<file path="config.mk">
export PLATFORM = sky130hd
export DESIGN_NAME = alu_uart_bridge
export DESIGN_NICKNAME = d
export VERILOG_FILES = /design/src/rtl/alu_uart_bridge.sv
export SDC_FILE = /design/constraint.sdc
export NUM_CORES = 1
export LEC_CHECK = 0
export CAP_MARGIN = 10
export CORE_AREA = 3 3 85 71
export CTS_CLUSTER_DIAMETER = 50
export DETAILED_ROUTE_END_ITERATION = 7
export DIE_AREA = 0 0 88 74
export PLACE_DENSITY = 0.72
export SETUP_SLACK_MARGIN = 0.5
export SYNTH_ARGS = -nofsm -noshare
export SYNTH_HDL_FRONTEND = slang
export SYNTH_SLANG_ARGS = --single-unit
</file>
<file path="constraint.sdc">
create_clock -name clk -period 2.5 [get_ports clk]
set_input_delay 0.25 -clock clk [delete_from_list [all_inputs] [get_ports clk]]
set_output_delay 0.25 -clock clk [all_outputs]
set_load 0.005 [all_outputs]
</file>
<file path="src/rtl/alu_uart_bridge.sv">
// Sequential front-end between UART RX/TX and a combinational 8-bit ALU.
// Assembles A/B/opcode frames, holds them on the ALU, and forwards the result to TX.
module alu_uart_bridge #(
    parameter int DATA_W  = 8,
    parameter int OP_W    = 6,
    parameter int TIMEOUT = 1000000
) (
    input  logic              clk,
    input  logic              rst_n,
    input  logic [DATA_W-1:0] rx_data,
    input  logic              rx_done,
    output logic [DATA_W-1:0] alu_a,
    output logic [DATA_W-1:0] alu_b,
    output logic [OP_W-1:0]   alu_op,
    input  logic [DATA_W-1:0] alu_result,
    output logic [DATA_W-1:0] tx_data,
    output logic              tx_start,
    input  logic              tx_busy,
    input  logic              tx_done,
    output logic              overrun,
    output logic [2:0]        state_dbg
);

    localparam int CNT_W = (TIMEOUT > 0) ? $clog2(TIMEOUT + 1) : 1;
    localparam logic [CNT_W-1:0] CNT_LAST = (TIMEOUT > 0) ? CNT_W'(TIMEOUT - 1) : '0;

    typedef enum logic [2:0] {
        WAIT_A  = 3'd0,
        WAIT_B  = 3'd1,
        WAIT_OP = 3'd2,
        CAPTURE = 3'd3,
        SEND    = 3'd4,
        WAIT_TX = 3'd5
    } state_t;

    state_t            state_q, state_d;
    logic [CNT_W-1:0]  cnt_q, cnt_d;
    logic [DATA_W-1:0] alu_a_q, alu_a_d;
    logic [DATA_W-1:0] alu_b_q, alu_b_d;
    logic [OP_W-1:0]   alu_op_q, alu_op_d;
    logic [DATA_W-1:0] tx_data_q, tx_data_d;
    logic              tx_start_q, tx_start_d;
    logic              overrun_q, overrun_d;
    logic              timeout_s;
    logic              busy_state_s;

    // Next-state, datapath capture, timeout and overrun logic.
    always_comb begin
        state_d    = state_q;
        cnt_d      = '0;
        alu_a_d    = alu_a_q;
        alu_b_d    = alu_b_q;
        alu_op_d   = alu_op_q;
        tx_data_d  = tx_data_q;
        tx_start_d = 1'b0;

        timeout_s    = (TIMEOUT != 0) && (cnt_q == CNT_LAST);
        busy_state_s = (state_q == CAPTURE) || (state_q == SEND) || (state_q == WAIT_TX);
        // Bytes arriving while a result is in flight are dropped but remembered.
        overrun_d    = overrun_q | (rx_done & busy_state_s);

        case (state_q)
            WAIT_A: begin
                if (rx_done) begin
                    alu_a_d = rx_data;
                    state_d = WAIT_B;
                end else begin
                    state_d = WAIT_A;
                end
            end
            WAIT_B: begin
                if (rx_done) begin
                    alu_b_d = rx_data;
                    state_d = WAIT_OP;
                end else if (timeout_s) begin
                    state_d = WAIT_A;
                end else begin
                    cnt_d = cnt_q + CNT_W'(1);
                end
            end
            WAIT_OP: begin
                if (rx_done) begin
                    alu_op_d = rx_data[OP_W-1:0];
                    state_d  = CAPTURE;
                end else if (timeout_s) begin
                    state_d = WAIT_A;
                end else begin
                    cnt_d = cnt_q + CNT_W'(1);
                end
            end
            CAPTURE: begin
                // One cycle lets the ALU settle on the freshly registered operands.
                tx_data_d = alu_result;
                state_d   = SEND;
            end
            SEND: begin
                if (!tx_busy) begin
                    tx_start_d = 1'b1;
                    state_d    = WAIT_TX;
                end else begin
                    state_d = SEND;
                end
            end
            WAIT_TX: begin
                if (tx_done) begin
                    state_d = WAIT_A;
                end else begin
                    state_d = WAIT_TX;
                end
            end
            default: begin
                state_d = WAIT_A;
            end
        endcase
    end

    // State, counter and output registers.
    always_ff @(posedge clk or negedge rst_n) begin
        if (!rst_n) begin
            state_q    <= WAIT_A;
            cnt_q      <= '0;
            alu_a_q    <= '0;
            alu_b_q    <= '0;
            alu_op_q   <= '0;
            tx_data_q  <= '0;
            tx_start_q <= 1'b0;
            overrun_q  <= 1'b0;
        end else begin
            state_q    <= state_d;
            cnt_q      <= cnt_d;
            alu_a_q    <= alu_a_d;
            alu_b_q    <= alu_b_d;
            alu_op_q   <= alu_op_d;
            tx_data_q  <= tx_data_d;
            tx_start_q <= tx_start_d;
            overrun_q  <= overrun_d;
        end
    end

    assign alu_a     = alu_a_q;
    assign alu_b     = alu_b_q;
    assign alu_op    = alu_op_q;
    assign tx_data   = tx_data_q;
    assign tx_start  = tx_start_q;
    assign overrun   = overrun_q;
    assign state_dbg = state_q;

endmodule

</file>
Word-level counts from Yosys, hierarchy flattened
Index checks and enable logic that the tools add are counted.
{ "totals": {"in_bits": 21, "out_inout_bits": 35, "word_cells": 36, "regBits": 55} }
{ "op_classes": {"addsub": 1, "n_eq_ne": 6, "mux": 12, "n_reduce_logical": 7, "bitwise_logic": 2} }
{ "ops": {"columns": ["cell", "n"], "rows": [
  ["two-way mux 20 bit", 3],
  ["adder 20 x 1 -> 20 bit (second input constant)", 1],
  ["equality test 20 bit (second input constant)", 1],
  ["case mux 3 bit (6 select lines)", 1],
  ["two-way mux 3 bit", 4],
  ["equality test 3 x 2 -> 1 bit (second input constant)", 2],
  ["equality test 3 bit (second input constant)", 2],
  ["AND reduction 2 bit", 3],
  ["two-way mux 1 bit", 4],
  ["equality test 3 x 1 -> 1 bit (second input constant)", 1],
  ["logical NOT 3 bit", 1],
  ["logical OR 1 bit", 2],
  ["OR reduction 2 bit", 1],
  ["AND 1 bit", 1],
  ["OR 1 bit", 1]
]} }

Longest topological paths before layout
{ "depth": {"ltp_word": 5, "mapped_depth": 6, "mapped_depth_nobuf": 5} }

Least setup slack after synthesis
No wires, ideal clock.
{ "synth_timing": {"kind": "flip-flop to flip-flop", "start": "register cnt_q[0]", "end": "register cnt_q[18]", "arrival_time_ps": 1872, "period_less_slack_ps": 1950, "setup_ps": 78, "n_path_buf": 1, "required_time_ps": 2422, "path_slack_ps": 550, "path_stages_with_launch": 7, "cell_sequence": "dfrtp_1 > ha_1 > nand3_1 > or4_1 > buf_2 > or4_1 > a21oi_1"} }
{ "synth_via": {"elab_chain_len": 4, "elab_cells_between_ends": 5, "classes_between": "add/sub: 1; eq/ne: 1; mux: 3"} }
{ "synth_lines": {"columns": ["element", "line_no", "text"], "rows": [
  ["from (decl)", "37", "logic [CNT_W-1:0] cnt_q, cnt_d;"],
  ["from (signal assigned)", "130", "cnt_q <= cnt_d;"],
  ["adder 20 x 1 -> 20 bit / equality test 20 bit (equally long branches)", "78, 88, 57", null],
  ["two-way mux 20 bit *", "75, 85", null],
  ["two-way mux 20 bit *", "72", "if (rx_done) begin"],
  ["two-way mux 20 bit *", null, null],
  ["net cnt_d[18]", "37", null]
]} }
The timed path passes the listed nets; every way through them passes the cells marked *.
A chain may end at the register's enable or synchronous reset.

Worst setup path in the final report
Ends and elaborated chain as after synthesis.

==> summary.txt <==
Synth
  • Dominant synthesized flop cell: dfrtp_1
  • Yosys cell types: 34
  • Seq cells post-synth: between 50 and 60
  • Post-Syn Area: around 2400 sq um
  • Post-synth top area share: between 50 and 60%
  • Syn. warnings: 0
  • Top-count cell post-synth: dfrtp_1
  • Post-synth EDFFs: 0
  • Sequential share of the synthesized area: 58.5%
  • Area leader, netlist: dfrtp_1
  • Most area-consuming cells after synthesis: dfrtp_1, mux2_2, xnor2_1
  • Cells after synthesis: 196
  • Post-Syn Area per Cell: around 12 sq um
  • Asr flop ratio synth: 100%
  • Top post-synthesis cells by count: dfrtp_1, mux2_2, nor2_1, a21oi_1, xnor2_1
  • Synthesized Nets: approximately 220

Timing
  • Final min period: between 1.5 and 2 ns
  • Fmax: around 500 MHz
  • Slew headroom: between 50% and 60%
  • Max Slew Vio Count: 0
  • Skew final: 0.0110 ns
  • Setup TNS: 0 ns
  • Final Cycle Share: approximately four fifths
  • Final hold vios: 0
  • Worst-case setup margin in the final layout: 0.522 ns
  • Final setup violation count: 0
  • RSZ-0062 raised after global routing: true
  • Worst-Margin Slew: approximately 0.64 ns

Place
  • Dpl ws: 0.452 ns
  • Dpl hpwl: about 3.2 mm
  • Post-Place Cells: ~310
  • # port buffers: 55
  • GPL Wtd Cong: about 0.74

Setup path
  • Worst Setup Path Type: flip-flop to flip-flop
  • Crit end category: flip-flop
  • R2r endpoint: cnt_q[18]
  • Arrival @ worst endpoint: 2.23 ns
  • Critical path's slowest cell: or4_4
  • Worst R2R Start: cnt_q[0]
  • Worst R2R Setup Slack: 0.52 ns
  • CP peak stage delay: 0.58 ns
  • Worst-path maximum fanout: 6
  • Worst setup SP type: flip-flop
  • Crit path required time: about 2.8 ns
  • R2R depth: 5
  • Critical path, cell by cell: ha_2 > nand3_1 > or4_4 > or4_1 > a21oi_1

Pwr
  • Switching part of the total power: between 20% and 30%
  • Pint: 2.29 mW
  • Clk pwr share: roughly a fifth
  • Pleak: roughly 1.2 nW
  • Register share of total power: between 40% and 50%
  • Gate power share: between 30% and 40%
  • Peak VDD IR: 0.454 mV
  • Power density over the cells: between 1000 and 1500 nW/um^2
  • Net load switching power: approximately 860 uW

Job
  • Max Cap Viol: 0

Cells and area
  • Layout cells sized above 1: a little over 20%
  • Non-Filler Instances: 324
  • Diodes inserted: 0
  • Area grow syn2layout: 33.7%
  • Final net count: 280

Clock tree
  • Root Driver: clkbuf_8
  • Clock Latency Late Sink: ~0.31 ns
  • Total CTS buffers: 5
  • H-tree lvl count: 2
  • Clk buf depth: 2
  • CTS clock-pin slew for the worst setup and hold paths: approximately 0.1 ns
  • TritonCTS Sinks: 55
  • CTS tree: yes

Hold path
  • Worst hold-check path type: input pin to async pin

Floorplan
  • Starting density of the core: 44.2%
  • Row count: 24
  • IO Pins: 56
  • Core area: approximately 5300 sq um
  • Die H: between 70 and 80 microns
  • Die width: ~90 microns
  • Full die area: roughly 6500 sq um

Drt
  • Routed vias/inst: 5.07
  • Antenna-violating nets left: 0
  • Total number of vias: roughly 1600
  • Violation count after the first detailed-routing iteration: roughly 90
  • DR DRC count: 0
  • WL/cell: around 14 microns
  • Detailed Route WL: 4.61 mm
  • DR pass1 iterations: 4

GRT
  • GR Overflow Total: 0
  • Largest net degree at the start of global routing: 56
  • Initial antenna violation count: 0
  • Number of global-route vias before repair: 1515
  • First-pass GRT wire length: roughly 7.3 mm
  • Total track usage: between 10% and 20%

Run status
  • Status: finished clean
timing repair:
| action | 4_1_cts | 5_1_grt |
|---|---|---|
| buffers inserted | 0 | 2 |
| endpoints found under the setup margin | 1 | 4 |
| hold buffers | 1 | 0 |
| pin swaps | 0 | 2 |
| gates cloned | 0 | 0 |
| endpoints found under the hold margin | 55 | 0 |
| gates resized for setup | 1 | 2 |
worst max-delay path, delay by kind of cell (launching register included):
family / cells / cell delay (ns)
compound gates: 1 / 0.14
fa+ha+maj: 1 / 0.21
flops: 1 / 0.41
simple gates: 3 / 1.16
cells in the final DEF, fill, tap and decap left out, types with 2 or more instances in the layout:
master / n
or4_4: 2
or4_1: 3
mux2_2: 30
inv_1: 6
clkbuf_8: 5
o31ai_1: 3
a21oi_1: 8
clkdlybuf4s50_1: 54
xnor2_1: 8
nor2_1: 17
o21ai_0: 7
buf_4: 5
nand4_1: 4
nor4b_1: 2
xor2_1: 3
nand2b_1: 4
nand2_1: 6
or3_1: 5
nand3_1: 6
dfrtp_1: 55
nor3_1: 5
power groups by stage:
stage | Clock (mW) | Sequential, mW | Combinational [mW]
2_1_floorplan | 0 | 1.36 | 0.503
3_3_place_gp | 0 | 1.36 | 1.20
3_5_place_dp | 0 | 1.37 | 1.22
4_1_cts | 0.613 | 1.35 | 1.23
5_1_grt | 0.645 | 1.39 | 1.31
6_report | 0.593 | 1.35 | 1.21
layer usage:
metal,track usage [%],share of wire (%),up-vias
met5,0,0,-
met4,3.58,1.0,0
met3,5.43,5.6,6
met2,21.7,46,34
met1,19.6,47,780
li1,-,-,824
worst max path at each step:
stage                         from         to  slack, ns  cells after the start
after floorplan           cnt_q[0]  cnt_q[18]       0.55                      6
after global placement    cnt_q[0]  cnt_q[18]       0.50                      5
after detailed placement  cnt_q[0]  cnt_q[18]       0.45                      5
after CTS                 cnt_q[0]  cnt_q[18]       0.52                      5
after global routing      cnt_q[0]  cnt_q[18]       0.44                      5
final                     cnt_q[0]  cnt_q[18]       0.52                      5
final cells by class:
| type | instances | area [sq um] |
|---|---|---|
| clock buffer | 5 | 68.8 |
| sequential | 55 | 1380 |
| inverter | 6 | 22.5 |
| fill | 436 | 2170 |
| timing repair buffer | 62 | 613 |
| tap | 65 | 81.3 |
| clock inverter | 3 | 46.3 |
| multi-input combinational | 128 | 935 |
logic make-up (layout without fill, tap and decap cells):
kind of cell / Yosys count / after routing / synth area share, %
AND/OR/NAND/NOR: 64 / 64 / 15.0
flip-flops: 55 / 55 / 58.5
multiplexers: 30 / 30 / 14.4
AO/OA/AOI/OAI: 22 / 22 / 5.38
buffers and inverters: 13 / 76 / 2.13
XOR/XNOR: 11 / 11 / 4.10
adder cells (fa/ha/maj): 1 / 1 / 0.532
sequential cells by signal, summed over array words and instances, names as in the netlist:
register   count
alu_a          8
alu_b          8
alu_op         6
cnt_q         20
overrun        1
state_dbg      3
tx_data        8
tx_start       1
through the flow:
step	util [%]	hold slack, ns	instance area, sq um	power [mW]
after global routing	59.1	0.469	3140	3.34
after global placement	56.3	0.270	2990	2.56
after CTS	58.7	0.467	3120	3.19
final	59.1	0.466	3140	3.15
after floorplan	-	-0.0456	2350	1.86
after detailed placement	56.3	0.269	2990	2.59
Power figures use the tool's default switching activity.
